### src/rtl/baud_pkg.sv
// baud_pkg: shared state type and constants for the baud tick generator.
package baud_pkg;

    typedef enum logic {
        IDLE = 1'b0,
        RUN  = 1'b1
    } baud_state_t;

    localparam int unsigned BAUD_CNT_W            = 16;
    localparam int unsigned BAUD_FRAC_W           = 4;
    localparam int unsigned BAUD_DIV_115200_12M   = 104;
    localparam int unsigned BAUD_DIV_9600_12M     = 1250;
    localparam int unsigned BAUD_PHASE_115200_12M = 52;

endpackage

### src/rtl/baud_frac_acc.sv
// baud_frac_acc: fractional-divisor accumulator. At every period wrap it adds
// the fractional part; a carry-out stretches the period starting at that wrap
// by one cycle. Only instantiated when BAUD_FRAC_EN is defined.
module baud_frac_acc
    import baud_pkg::*;
#(
    parameter int unsigned FRAC_W = BAUD_FRAC_W
) (
    input  logic              clk,
    input  logic              rst_n,
    input  logic              clear,
    input  logic              step,
    input  logic [FRAC_W-1:0] frac,
    output logic              extend
);

    logic [FRAC_W-1:0] acc;
    logic [FRAC_W:0]   sum;

    // Accumulator plus the fractional part, with the carry in the top bit.
    always_comb begin
        sum = {1'b0, acc} + {1'b0, frac};
    end

    // Advance at each wrap; the carry marks the period that starts there as long.
    always_ff @(posedge clk or negedge rst_n) begin
        if (!rst_n) begin
            acc    <= '0;
            extend <= 1'b0;
        end else if (clear) begin
            acc    <= '0;
            extend <= 1'b0;
        end else if (step) begin
            acc    <= sum[FRAC_W-1:0];
            extend <= sum[FRAC_W];
        end
    end

endmodule

### src/rtl/baud_tick_gen.sv
// baud_tick_gen: runtime-programmable baud/bit-timing generator. One period
// counter yields a period-start tick and a programmable-phase mid_tick.
// Divisor/phase reload through a valid/ready port and take effect only at a
// period boundary (or restart, or in IDLE). Optional fractional divisor is
// enabled with the BAUD_FRAC_EN macro (adds the cfg_frac port).
module baud_tick_gen
    import baud_pkg::*;
#(
    parameter int unsigned CNT_W       = BAUD_CNT_W,
    parameter int unsigned DIV_RESET   = BAUD_DIV_115200_12M,
    parameter int unsigned PHASE_RESET = BAUD_PHASE_115200_12M,
    parameter int unsigned FRAC_W      = BAUD_FRAC_W
) (
    input  logic              clk,
    input  logic              rst_n,
    input  logic              enable,
    input  logic              restart,
    input  logic              cfg_valid,
    output logic              cfg_ready,
    input  logic [CNT_W-1:0]  cfg_div,
    input  logic [CNT_W-1:0]  cfg_phase,
`ifdef BAUD_FRAC_EN
    input  logic [FRAC_W-1:0] cfg_frac,
`endif
    output logic              tick,
    output logic              mid_tick,
    output logic              busy
);

    baud_state_t      state;
    logic [CNT_W-1:0] cnt;
    logic [CNT_W-1:0] div_q;
    logic [CNT_W-1:0] phase_q;
    logic [CNT_W-1:0] sh_div;
    logic [CNT_W-1:0] sh_phase;
    logic             pending;

    logic [CNT_W-1:0] apply_div;
    logic [CNT_W-1:0] apply_phase;
    logic [CNT_W-1:0] next_div;
    logic [CNT_W-1:0] last_cnt;
    logic             running;
    logic             wrap;
    logic             accept;
    logic             apply;
    logic             extend;

    // Boundary detection, handshake and clamped values for the shadow config.
    always_comb begin
        running     = (state == RUN) && enable;
        last_cnt    = div_q - CNT_W'(1) + CNT_W'(extend);
        wrap        = (cnt == last_cnt);
        accept      = cfg_valid && !pending;
        // A falling enable defers the apply to the first IDLE cycle.
        apply       = pending && ((state == IDLE) || (running && (wrap || restart)));
        apply_div   = (sh_div < CNT_W'(2)) ? CNT_W'(2) : sh_div;
        apply_phase = (sh_phase >= apply_div) ? (apply_div - CNT_W'(1)) : sh_phase;
        next_div    = apply ? apply_div : div_q;
    end

    // Outputs decode registered state only.
    always_comb begin
        cfg_ready = !pending;
        busy      = (state == RUN);
        tick      = (state == RUN) && (cnt == '0);
        mid_tick  = (state == RUN) && (cnt == phase_q);
    end

    // Run/idle state, period counter, config shadow and apply.
    always_ff @(posedge clk or negedge rst_n) begin
        if (!rst_n) begin
            state    <= IDLE;
            cnt      <= CNT_W'(DIV_RESET - 1);
            div_q    <= CNT_W'(DIV_RESET);
            phase_q  <= CNT_W'(PHASE_RESET);
            sh_div   <= '0;
            sh_phase <= '0;
            pending  <= 1'b0;
        end else begin
            if (accept) begin
                sh_div   <= cfg_div;
                sh_phase <= cfg_phase;
                pending  <= 1'b1;
            end else if (apply) begin
                div_q   <= apply_div;
                phase_q <= apply_phase;
                pending <= 1'b0;
            end

            case (state)
                IDLE: begin
                    if (enable) begin
                        state <= RUN;
                        cnt   <= '0;
                    end else begin
                        cnt <= next_div - CNT_W'(1);
                    end
                end
                RUN: begin
                    if (!enable) begin
                        state <= IDLE;
                        cnt   <= div_q - CNT_W'(1);
                    end else if (restart || wrap) begin
                        cnt <= '0;
                    end else begin
                        cnt <= cnt + CNT_W'(1);
                    end
                end
            endcase
        end
    end

`ifdef BAUD_FRAC_EN
    logic [FRAC_W-1:0] sh_frac;
    logic [FRAC_W-1:0] frac_q;
    logic [FRAC_W-1:0] next_frac;
    logic              acc_clear;
    logic              acc_step;

    // A config applied at a wrap already contributes its fraction at that wrap.
    always_comb begin
        next_frac = apply ? sh_frac : frac_q;
        acc_clear = (state == IDLE) || (running && restart);
        acc_step  = running && wrap && !restart;
    end

    // Fractional part shadowed and applied together with the divisor.
    always_ff @(posedge clk or negedge rst_n) begin
        if (!rst_n) begin
            sh_frac <= '0;
            frac_q  <= '0;
        end else if (accept) begin
            sh_frac <= cfg_frac;
        end else if (apply) begin
            frac_q <= sh_frac;
        end
    end

    baud_frac_acc #(
        .FRAC_W(FRAC_W)
    ) u_frac_acc (
        .clk   (clk),
        .rst_n (rst_n),
        .clear (acc_clear),
        .step  (acc_step),
        .frac  (next_frac),
        .extend(extend)
    );
`else
    // Without the accumulator the period never stretches.
    localparam logic [FRAC_W-1:0] NO_FRAC = '0;
    assign extend = |NO_FRAC;
`endif

endmodule

### config.mk
export PLATFORM = sky130hd
export DESIGN_NAME = baud_tick_gen
export DESIGN_NICKNAME = d
export VERILOG_FILES = /design/src/rtl/baud_pkg.sv /design/src/rtl/baud_frac_acc.sv /design/src/rtl/baud_tick_gen.sv
export SDC_FILE = /design/constraint.sdc
export NUM_CORES = 1
export LEC_CHECK = 0
export BUFFER_PORTS_ARGS = -buffer_cell sky130_fd_sc_hd__buf_2
export CAP_MARGIN = 10
export CORE_ASPECT_RATIO = 1.4
export CORE_MARGIN = 1
export CORE_UTILIZATION = 55
export DETAILED_ROUTE_END_ITERATION = 16
export PLACE_DENSITY = 0.85
export SLEW_MARGIN = 20
export SYNTH_ARGS = -nofsm -noshare
export SYNTH_HDL_FRONTEND = slang
export SYNTH_SLANG_ARGS = --single-unit
export TNS_END_PERCENT = 1
### constraint.sdc
create_clock -name clk -period 4.1 [get_ports clk]
set_input_delay 0.41 -clock clk [delete_from_list [all_inputs] [get_ports clk]]
set_output_delay 0.41 -clock clk [all_outputs]
set_load 0.01 [all_outputs]
# == After elaboration in Yosys (flattened, before gate mapping) ==
# Cells that the tools add are included.
# word_totals
input_bits,37
reg_bits,82
# op_classes
add_sub_neg,4
n_reduce_logical,12
order_cmp,2
n_bitwise,2
eq_ne,2
muxes,10
# op_table
op,count
$mux W16,6
$sub A16 B1 Y16 const B,3
$eq A16 B16 Y1,2
$pmux W16 S2,1
$add A16 B1 Y16 const B,1
$ge A16 B16 Y1,1
$logic_not A16 Y1,1
$lt A16 B2 Y1 const B,1
$logic_and A1 B1 Y1,6
$mux W1,3
$logic_or A1 B1 Y1,2
$not A1 Y1,2
$reduce_and A2 Y1,1
$reduce_bool A2 Y1,1
$logic_not A1 Y1,1

# == Depth between registers and ports, before layout ==
# Gate-level depths: netlist of the first run.
# depth
ltp_word,10
ltp_mapped,22
mapped_depth_nobuf,18

# == Worst setup path before layout of the first run ==
# Ideal clock, no wire load.
# synth_timing
path_type,register -> register
startpoint,reg div_q[4]
endpoint,reg cnt[14]
t_required_ps,3974
setup_ps,126
slack_ps,-216
stages_incl_launch_ff,20
t_arrival_ps,4190
path_buffers,4
path_cell_list,dfrtp_1 -> buf_4 -> or4_1 -> buf_2 -> nor4_2 -> xnor2_1 -> o2111ai_1 -> or3_1 -> o21a_1 -> clkbuf_1 -> clkbuf_1 -> a21oi_1 -> ha_1 -> nand2_1 -> nor4_1 -> nand2_1 -> nor3_1 -> xnor2_1 -> nor2_1 -> a221o_1
# synth_via
elab_chain_len,10
word_cells_on_any_way,12
classes_between,2 x add/sub; 1 x eq/ne; 5 x mux; 4 x reduce/logical
# synth_rtl
item,line_no,source
"start, declared",baud_tick_gen.sv:32,logic [CNT_W-1:0] div_q;
"start signal, assigned",baud_tick_gen.sv:74,div_q <= CNT_W'(DIV_RESET);
"start signal, assigned",baud_tick_gen.sv:85,div_q <= apply_div;
$sub A16 B1 Y16,"baud_tick_gen.sv:51, baud_tick_gen.sv:102",
$eq A16 B16 Y1,baud_tick_gen.sv:52,wrap = (cnt == last_cnt);
$logic_or A1 B1 Y1,"baud_tick_gen.sv:55, baud_tick_gen.sv:103",
$logic_and A1 B1 Y1,baud_tick_gen.sv:55,apply = pending && ((state == IDLE) || (running && (wrap || restart)));
$logic_or A1 B1 Y1,baud_tick_gen.sv:55,
$logic_and A1 B1 Y1,baud_tick_gen.sv:55,
$mux W16,-,
$sub A16 B1 Y16,baud_tick_gen.sv:96,cnt <= next_div - CNT_W'(1);
$mux W16,baud_tick_gen.sv:92,if (enable) begin
$pmux W16 S2 (*),baud_tick_gen.sv:90,case (state)
"end signal, assigned",baud_tick_gen.sv:96,
"end signal, assigned",baud_tick_gen.sv:102,cnt <= div_q - CNT_W'(1);
"end signal, assigned",baud_tick_gen.sv:106,cnt <= cnt + CNT_W'(1);
"end, declared",baud_tick_gen.sv:31,logic [CNT_W-1:0] cnt;
# Mark *: on every way between the ends. The rest lies on a longest branch, timed or not.
# A chain may end at the register's enable or synchronous reset.

# == Worst setup path after layout of the first run ==
# layout_timing
startpoint,reg div_q[3]
endpoint,reg cnt[14]
# The elaborated chain is that of the path after synthesis.

==> results_tabular.tex, run 1 <==
\begin{tabular}{lr}
\hline
Metric & Value \\
\hline
\multicolumn{2}{l}{\textbf{Run status}} \\
\quad Result of the run & complete, no violations \\
\multicolumn{2}{l}{\textbf{Routing}} \\
\quad Detailed-routing iteration count for the pre-antenna-repair pass & 5 \\
\quad Detailed-route DRC error count & 0 \\
\quad Routed wire per std cell & 19.9 um \\
\quad Final ANT Viol Nets & 0 \\
\quad Starting DRC count in detailed routing & 586 \\
\quad Average vias per placed instance & 6.33 \\
\quad Number of vias after detailed routing & 5317 \\
\quad Aggregate routed wire length & 16700 um \\
\multicolumn{2}{l}{\textbf{Placement}} \\
\quad Number of buffers inserted by port buffering & 40 \\
\quad HPWL after DPL & 12000 um \\
\quad Placer congestion estimate & 0.981 \\
\quad Placed cell area & 6210 um2 \\
\multicolumn{2}{l}{\textbf{Critical path}} \\
\quad Flop-to-flop setup slack & 0.13 ns \\
\quad CP Launch Type & flip-flop \\
\quad Maximum net fanout on the critical path & 6 \\
\quad Critical path start-end classification & reg -> reg \\
\quad Worst EP arrival & 4.20 ns \\
\quad Crit. End Element & flip-flop \\
\quad Worst reg-to-reg path cell count & 16 \\
\quad Critical register-to-register path startpoint & div\_q[3] \\
\quad Data required time at the worst endpoint & 4.33 ns \\
\quad Capturing point of the worst reg2reg path & cnt[14] \\
\multicolumn{2}{l}{\textbf{Synthesis}} \\
\quad Count of flip-flops with a built-in enable after synthesis & 0 \\
\quad Share of synthesized cell area in and, or, nand and nor gates & 19.2\% \\
\quad Number of unique standard cell types used by synthesis & 60 \\
\quad Fraction of the mapped netlist area in compound gates & 16.8\% \\
\quad Netlist area before placement & 5720 um2 \\
\quad Arithmetic-cell share of the synthesized area counting full adders, half adders and majority gates & 4.60\% \\
\quad Dominant combinational cell family by area after synthesis & simple AND/OR/NAND/NOR gates \\
\quad Number of warnings issued by yosys & 0 \\
\quad Multiplexer area fraction after synthesis & 4.58\% \\
\quad Share of flip-flops with an asynchronous set or reset after synthesis & 100\% \\
\quad Synthesized area per cell & 8.71 um2 \\
\quad Xor-xnor portion of the synthesized cell area & 12.8\% \\
\quad Number of nets produced by synthesis & 714 \\
\quad Leading register cell type out of synthesis & sky130\_fd\_sc\_hd\_\_dfrtp\_1 \\
\quad Synthesis-stage register bit count & 82 \\
\quad Sequential-to-total area share from yosys stat & 36.1\% \\
\quad Post-Synthesis Cells & 656 \\
\multicolumn{2}{l}{\textbf{Power}} \\
\quad PwrDens & 629 nW/um2 \\
\quad Largest vdd supply drop & 0.426 mV \\
\quad Gate power share & 45.0\% \\
\quad Switching part of the total power & 40.4\% \\
\quad Sequential Power Share & 33.0\% \\
\quad P\_leak & 2.85 nW \\
\quad Cell internal power dissipation & 0.00249 W \\
\quad NetSw & 0.00168 W \\
\quad Relative contribution of the clock network to total power & 22.0\% \\
\multicolumn{2}{l}{\textbf{STA}} \\
\quad Transition time at the pin with the least slew margin & 0.983 ns \\
\quad Post-route fraction of the period consumed by the critical path & 96.9\% \\
\quad Achievable clock frequency & 0.252 GHz \\
\quad Worst rel slew slack & 34.3\% \\
\quad Final hold violation count & 0 \\
\quad Final setup violation count & 0 \\
\quad Number of pins exceeding their max-slew limit in the final report & 0 \\
\quad Setup Skew & 0.00582 ns \\
\quad Period minus WS final & 3.97 ns \\
\multicolumn{2}{l}{\textbf{Die}} \\
\quad Horiz. Die Dim & 88.2 um \\
\quad Count of pins on the block boundary & 41 \\
\quad Std cell rows & 43 \\
\quad Effective utilization at floorplan & 57.1\% \\
\quad Area inside the core boundary & 10000 um2 \\
\quad DIE AREA & 10800 um2 \\
\quad Die height & 123 um \\
\multicolumn{2}{l}{\textbf{CTS}} \\
\quad CTS tree & done \\
\quad Root Buffer & sky130\_fd\_sc\_hd\_\_clkbuf\_16 \\
\quad Total clock buffers created by CTS & 9 \\
\quad TritonCTS sink count & 82 \\
\quad Max Root-Sink Buffers & 2 \\
\quad Source-to-sink clock delay at the later pin of the worst-skew pair & 0.35 ns \\
\quad Number of hold buffers added after cts & 0 \\
\quad H-Tree Depth & 3 \\
\quad Post-CTS clock slew at the launch and capture registers of the worst setup and hold paths & 0.06 ns \\
\multicolumn{2}{l}{\textbf{Finish}} \\
\quad Most common cell after layout, fill and taps aside & sky130\_fd\_sc\_hd\_\_nand2\_1 \\
\quad Area of all placed cells without fillers & 6640 um2 \\
\quad Area growth, synth to finish & 16.1\% \\
\quad Multi-input combinational cell area & 3400 um2 \\
\quad NumNets Final & 758 \\
\quad Count of inserted antenna diode cells & 0 \\
\quad Commonest cells after routing, fill and taps aside & sky130\_fd\_sc\_hd\_\_nand2\_1 (79), sky130\_fd\_sc\_hd\_\_dfrtp\_1 (71), sky130\_fd\_sc\_hd\_\_xnor2\_1 (46) \\
\quad Sequential cell area & 2070 um2 \\
\quad Final cell utilization of the core & 66.3\% \\
\quad Final-layout fill cell count & 807 \\
\quad Layout cell share with drive strength beyond 1 & 20.7\% \\
\multicolumn{2}{l}{\textbf{GRT}} \\
\quad Largest net degree at the start of global routing & 83 \\
\quad Number of antenna violations at the first check in global routing & 0 \\
\quad Global-route wire length before repair & 26700 um \\
\quad Via count of the first global-routing pass & 5380 \\
\quad Global-route usage over all layers & 33.3\% \\
\quad Congestion Overflow GR & 0 \\
\multicolumn{2}{l}{\textbf{Job}} \\
\quad Number of maximum-capacitance violations & 0 \\
\multicolumn{2}{l}{\textbf{Min path}} \\
\quad Worst min path class & in -> async \\
\hline
\end{tabular}
## metrics by stage
step | std cells | power, W | setup TNS [ns] | setup WS (ns) | hold WS (ns)
floorplan | 656 | 0.00255 | 0 | 0.00438 | 0.114
global placement | 819 | 0.00306 | 0 | 0.0904 | 0.471
detailed placement | 819 | 0.00313 | -0.0855 | -0.0855 | 0.473
CTS | 836 | 0.00409 | 0 | 0.000862 | 0.253
global route | 840 | 0.00439 | -0.0678 | -0.0358 | 0.178
finish | 840 | 0.00417 | 0 | 0.128 | 0.0818
## final cells by class
cell class / count / area share (%)
sequential: 82 / 31.1
tap: 135 / 2.54
clock inverter: 5 / 1.55
multi-input combinational: 494 / 51.2
inverter: 29 / 1.64
clock buffer: 11 / 3.51
timing repair buffer: 84 / 8.46
## timing repair
item                                    CTS  global route
gates resized for setup                   3             6
endpoints found under the setup margin    1             3
buffers inserted                          1             4
pin swaps                                 1             8
hold endpoints to repair                  0             0
## power groups by stage
| stage | clock network [W] | logic, W | registers, W |
|---|---|---|---|
| after global routing | 0.000953 | 0.00203 | 0.00140 |
| after detailed placement | 0 | 0.00176 | 0.00137 |
| after global placement | 0 | 0.00171 | 0.00135 |
| after floorplan | 0 | 0.00133 | 0.00122 |
| final | 0.000920 | 0.00188 | 0.00138 |
| after CTS | 0.000928 | 0.00181 | 0.00136 |
## critical path, cell delays in order, from the launching register on
cell	delay, ns
sky130_fd_sc_hd__dfstp_2	0.41
sky130_fd_sc_hd__or4_4	0.59
sky130_fd_sc_hd__buf_4	0.20
sky130_fd_sc_hd__nor4_4	0.22
sky130_fd_sc_hd__xnor2_2	0.17
sky130_fd_sc_hd__o2111ai_1	0.17
sky130_fd_sc_hd__or3_4	0.37
sky130_fd_sc_hd__o21ai_2	0.19
sky130_fd_sc_hd__mux2i_1	0.28
sky130_fd_sc_hd__ha_2	0.22
sky130_fd_sc_hd__nand2_1	0.12
sky130_fd_sc_hd__nor4_4	0.19
sky130_fd_sc_hd__nand2_1	0.12
sky130_fd_sc_hd__nor3_2	0.14
sky130_fd_sc_hd__xnor2_1	0.14
sky130_fd_sc_hd__nor2_1	0.06
sky130_fd_sc_hd__a221o_1	0.26
## layer usage
metal / vias up / track usage (%) / wire [um]
met1: 2519 / 38.2 / 6110
met3: 87 / 5.72 / 1160
met4: 0 / 23.9 / 1180
li1: 2399 / - / -
met2: 312 / 55.5 / 8240
met5: - / 0 / 0
## flip-flops by register name, summed over array words and instances (netlist names)
name,count
cnt,16
phase_q,16
div_q,16
sh_phase,16
busy,1
pending,1
sh_div,16
## cell families after synthesis
kind of cell    after synthesis
compound gates              144
mux                          24
flops                        82
xor+xnor                     82
simple gates                223
buf+inv                      80
fa+ha+maj                    21
## worst max path at each step
stage	start	to	cells after the start
3_5_place_dp	div_q[1]	cnt[14]	17
4_1_cts	div_q[1]	cnt[14]	15
2_1_floorplan	div_q[0]	cnt[14]	21
5_1_grt	div_q[3]	cnt[12]	16
6_report	div_q[3]	cnt[14]	16
3_3_place_gp	div_q[1]	cnt[14]	17
## Yosys cell counts, types with 17 or more instances
library cell | n | area [um2]
sky130_fd_sc_hd__a21oi_1 | 26 | 130
sky130_fd_sc_hd__clkbuf_1 | 39 | 146
sky130_fd_sc_hd__dfrtp_1 | 71 | 1780
sky130_fd_sc_hd__ha_1 | 21 | 263
sky130_fd_sc_hd__inv_1 | 27 | 101
sky130_fd_sc_hd__mux2_2 | 17 | 191
sky130_fd_sc_hd__nand2_1 | 79 | 297
sky130_fd_sc_hd__nor2_1 | 42 | 158
sky130_fd_sc_hd__nor3_1 | 25 | 125
sky130_fd_sc_hd__o21ai_0 | 36 | 180
sky130_fd_sc_hd__o31ai_1 | 18 | 135
sky130_fd_sc_hd__xnor2_1 | 47 | 412
sky130_fd_sc_hd__xor2_1 | 34 | 298
No activity file was read; power rests on OpenSTA's default activity.
==> run 2, diff against run 1 <==
Settings changed: CTS_BUF_LIST set to sky130_fd_sc_hd__clkbuf_16, HOLD_SLACK_MARGIN set to 0.08, RECOVER_POWER set to 50.
==> run 2 against run 1 <==
Against the previous run:
- the run now ends with capacitance limit, slew limit left
- flip-flop and latch count is the same
- worst hold slack gained 0.18 ns
- clock-buffer cell count shrank 2
- routed wire length grew 0.25%
- sequential share of layout area is essentially flat
- largest cell class unchanged
- register-to-register slack is essentially flat
- combinational power is essentially flat
- highest routed layer unchanged
- clock power shrank 0.5%
- design area shrank 0.15%
- clock skew grew 0.00074 ns
- via count grew 0.11%
==> results_tabular.tex, run 2 (synthesis results as in run 1) <==
\begin{tabular}{lr}
\hline
Metric & Value \\
\hline
\multicolumn{2}{l}{\textbf{Power}} \\
\quad Overall power consumption & 0.00417 W (about the same) \\
\quad Largest vdd supply drop & 0.426 mV (about the same) \\
\quad PwrDens & 630 nW/um2 (was 629 nW/um2) \\
\quad P\_leak & 2.85 nW (about the same) \\
\multicolumn{2}{l}{\textbf{Routing}} \\
\quad Detailed-routing iteration count for the pre-antenna-repair pass & 6 (was 5) \\
\quad Aggregate routed wire length & 16700 um (about the same) \\
\quad Number of vias after detailed routing & 5323 (was 5317) \\
\quad Final ANT Viol Nets & 0 (unchanged) \\
\quad Routed wire per std cell & 19.9 um (about the same) \\
\quad Starting DRC count in detailed routing & 532 (was 586) \\
\quad Detailed-route DRC error count & 0 (unchanged) \\
\quad Average vias per placed instance & 6.34 (was 6.33) \\
\multicolumn{2}{l}{\textbf{CTS}} \\
\quad Total clock buffers created by CTS & 9 (unchanged) \\
\quad TritonCTS sink count & 82 (unchanged) \\
\quad Root Buffer & sky130\_fd\_sc\_hd\_\_clkbuf\_16 (unchanged) \\
\quad Number of hold buffers added after cts & 0 (unchanged) \\
\quad Source-to-sink clock delay at the later pin of the worst-skew pair & 0.35 ns (about the same) \\
\quad H-Tree Depth & 3 (unchanged) \\
\quad Max Root-Sink Buffers & 2 (unchanged) \\
\quad Post-CTS clock slew at the launch and capture registers of the worst setup and hold paths & 0.06 ns (about the same) \\
\quad CTS tree & done (unchanged) \\
\multicolumn{2}{l}{\textbf{Die}} \\
\quad Std cell rows & 43 (unchanged) \\
\quad DIE AREA & 10800 um2 (unchanged) \\
\quad Effective utilization at floorplan & 57.1\% (unchanged) \\
\quad Count of pins on the block boundary & 41 (unchanged) \\
\quad Horiz. Die Dim & 88.2 um (unchanged) \\
\quad Die height & 123 um (unchanged) \\
\quad Area inside the core boundary & 10000 um2 (unchanged) \\
\multicolumn{2}{l}{\textbf{Run status}} \\
\quad Result of the run & finished, violations left (was complete, no violations) \\
\quad Violations in the final reports & capacitance limit, slew limit \\
\multicolumn{2}{l}{\textbf{GRT}} \\
\quad Largest net degree at the start of global routing & 83 (unchanged) \\
\quad Congestion Overflow GR & 0 (unchanged) \\
\quad Number of antenna violations at the first check in global routing & 0 (unchanged) \\
\quad Global-route usage over all layers & 33.3\% (unchanged) \\
\quad Via count of the first global-routing pass & 5380 (unchanged) \\
\quad Global-route wire length before repair & 26700 um (unchanged) \\
\multicolumn{2}{l}{\textbf{Critical path}} \\
\quad Crit. End Element & flip-flop (unchanged) \\
\quad CP Launch Type & flip-flop (unchanged) \\
\quad Data required time at the worst endpoint & 4.33 ns (about the same) \\
\quad Critical path start-end classification & reg -> reg (unchanged) \\
\quad Maximum net fanout on the critical path & 6 (unchanged) \\
\quad Worst EP arrival & 4.22 ns (was 4.20 ns) \\
\multicolumn{2}{l}{\textbf{Finish}} \\
\quad Count of inserted antenna diode cells & 0 (unchanged) \\
\quad Commonest cells after routing, fill and taps aside & sky130\_fd\_sc\_hd\_\_nand2\_1 (79), sky130\_fd\_sc\_hd\_\_dfrtp\_1 (71), sky130\_fd\_sc\_hd\_\_xnor2\_1 (46) (unchanged) \\
\quad NumNets Final & 758 (unchanged) \\
\quad Layout cell share with drive strength beyond 1 & 20.6\% (was 20.7\%) \\
\quad Area of all placed cells without fillers & 6630 um2 (was 6640 um2) \\
\quad Area growth, synth to finish & 16.0\% (was 16.1\%) \\
\quad Non-filler instance count after layout & 840 (unchanged) \\
\quad Final cell utilization of the core & 66.2\% (was 66.3\%) \\
\quad Most common cell after layout, fill and taps aside & sky130\_fd\_sc\_hd\_\_nand2\_1 (unchanged) \\
\multicolumn{2}{l}{\textbf{STA}} \\
\quad Final setup violation count & 0 (unchanged) \\
\quad Transition time at the pin with the least slew margin & 2.06 ns (was 0.983 ns) \\
\quad Achievable clock frequency & 0.251 GHz (was 0.252 GHz) \\
\quad Number of pins exceeding their max-slew limit in the final report & 83 (was 0) \\
\quad Final hold violation count & 0 (unchanged) \\
\quad Period minus WS final & 3.99 ns (was 3.97 ns) \\
\quad Worst rel slew slack & -37.3\% (was 34.3\%) \\
\quad Setup Skew & 0.00656 ns (was 0.00582 ns) \\
\quad Post-route fraction of the period consumed by the critical path & 97.3\% (was 96.9\%) \\
\quad Setup TNS & 0 ns (unchanged) \\
\multicolumn{2}{l}{\textbf{Placement}} \\
\quad Placer congestion estimate & 0.981 (unchanged) \\
\quad Placed cell area & 6210 um2 (unchanged) \\
\quad HPWL after DPL & 12000 um (unchanged) \\
\quad Number of buffers inserted by port buffering & 40 (unchanged) \\
\quad Placed Cells & 819 (unchanged) \\
\multicolumn{2}{l}{\textbf{Min path}} \\
\quad Worst min path class & in -> reg (was in -> async) \\
\multicolumn{2}{l}{\textbf{Job}} \\
\quad Number of maximum-capacitance violations & 1 (was 0) \\
\hline
\end{tabular}
==> run 2: cell types whose count changed in the layout (fill, tap and decap cells not counted) <==
cell and change:
sky130_fd_sc_hd__inv_1 +2, sky130_fd_sc_hd__buf_6 -1, sky130_fd_sc_hd__clkbuf_1 -1, sky130_fd_sc_hd__buf_4 -1, sky130_fd_sc_hd__clkbuf_2 +1
==> run 2: final timing paths <==
check / start / end / slack [ns] / cells past startpoint
min in group asynchronous: rst_n / phase_q[1] / 0.63 / 1
min: cfg_div[10] / sh_div[10] / 0.26 / 3
max reg2reg: div_q[3] / cnt[14] / 0.11 / 16
max: div_q[3] / cnt[14] / 0.11 / 16
min reg2reg: phase_q[4] / phase_q[4] / 0.49 / 2
max in group asynchronous: rst_n / sh_phase[13] / 2.22 / 1
==> run 2: per-stage QoR <==
stage          hold slack, ns  setup slack, ns
5_1_grt                 0.286          -0.0363
3_3_place_gp            0.471           0.0904
6_report                0.262            0.113
3_5_place_dp            0.473          -0.0855
2_1_floorplan           0.114          0.00438
4_1_cts                 0.253         0.000862
==> run 2: repair_timing <==
action | CTS | global route
setup endpoints to repair | 1 | 3
hold endpoints to repair | 0 | 0
pin swaps | 1 | 8
setup buffers | 1 | 4
gates resized for setup | 3 | 6
==> run 2: metal layers <==
layer	vias to the layer above	GRT usage (%)	part of all wire (%)
met5	-	0	0
met4	0	23.9	7.5
met3	95	5.72	6.9
met2	295	55.5	49
met1	2538	38.2	37
li1	2395	-	-
==> run 2: critical path, stage by stage (launching register included) <==
cell and delay, ns:
sky130_fd_sc_hd__dfstp_2 0.41, sky130_fd_sc_hd__or4_4 0.59, sky130_fd_sc_hd__buf_4 0.20, sky130_fd_sc_hd__nor4_4 0.22, sky130_fd_sc_hd__xnor2_2 0.17, sky130_fd_sc_hd__o2111ai_1 0.17
sky130_fd_sc_hd__or3_4 0.37, sky130_fd_sc_hd__o21ai_2 0.19, sky130_fd_sc_hd__mux2i_1 0.29, sky130_fd_sc_hd__ha_2 0.22, sky130_fd_sc_hd__nand2_1 0.12, sky130_fd_sc_hd__nor4_4 0.19
sky130_fd_sc_hd__nand2_1 0.12, sky130_fd_sc_hd__nor3_2 0.14, sky130_fd_sc_hd__xnor2_1 0.14, sky130_fd_sc_hd__nor2_1 0.06, sky130_fd_sc_hd__a221o_1 0.26
==> run 2: power by group <==
part	switching, W	internal, W	total (W)
sequential	0.000303	0.00107	0.00138
clock	0.000326	0.000589	0.000915
combinational	0.00106	0.000819	0.00188
total	0.00169	0.00248	0.00417
==> run 2: area by class of cell <==
cell class | instances | area [um2]
Sequential cell | 82 | 2070
Fill cell | 808 | 3380
Inverter | 29 | 109
Clock inverter | 7 | 110
Clock buffer | 9 | 225
Tap cell | 135 | 169
Multi-Input combinational cell | 494 | 3400
Timing Repair Buffer | 84 | 552
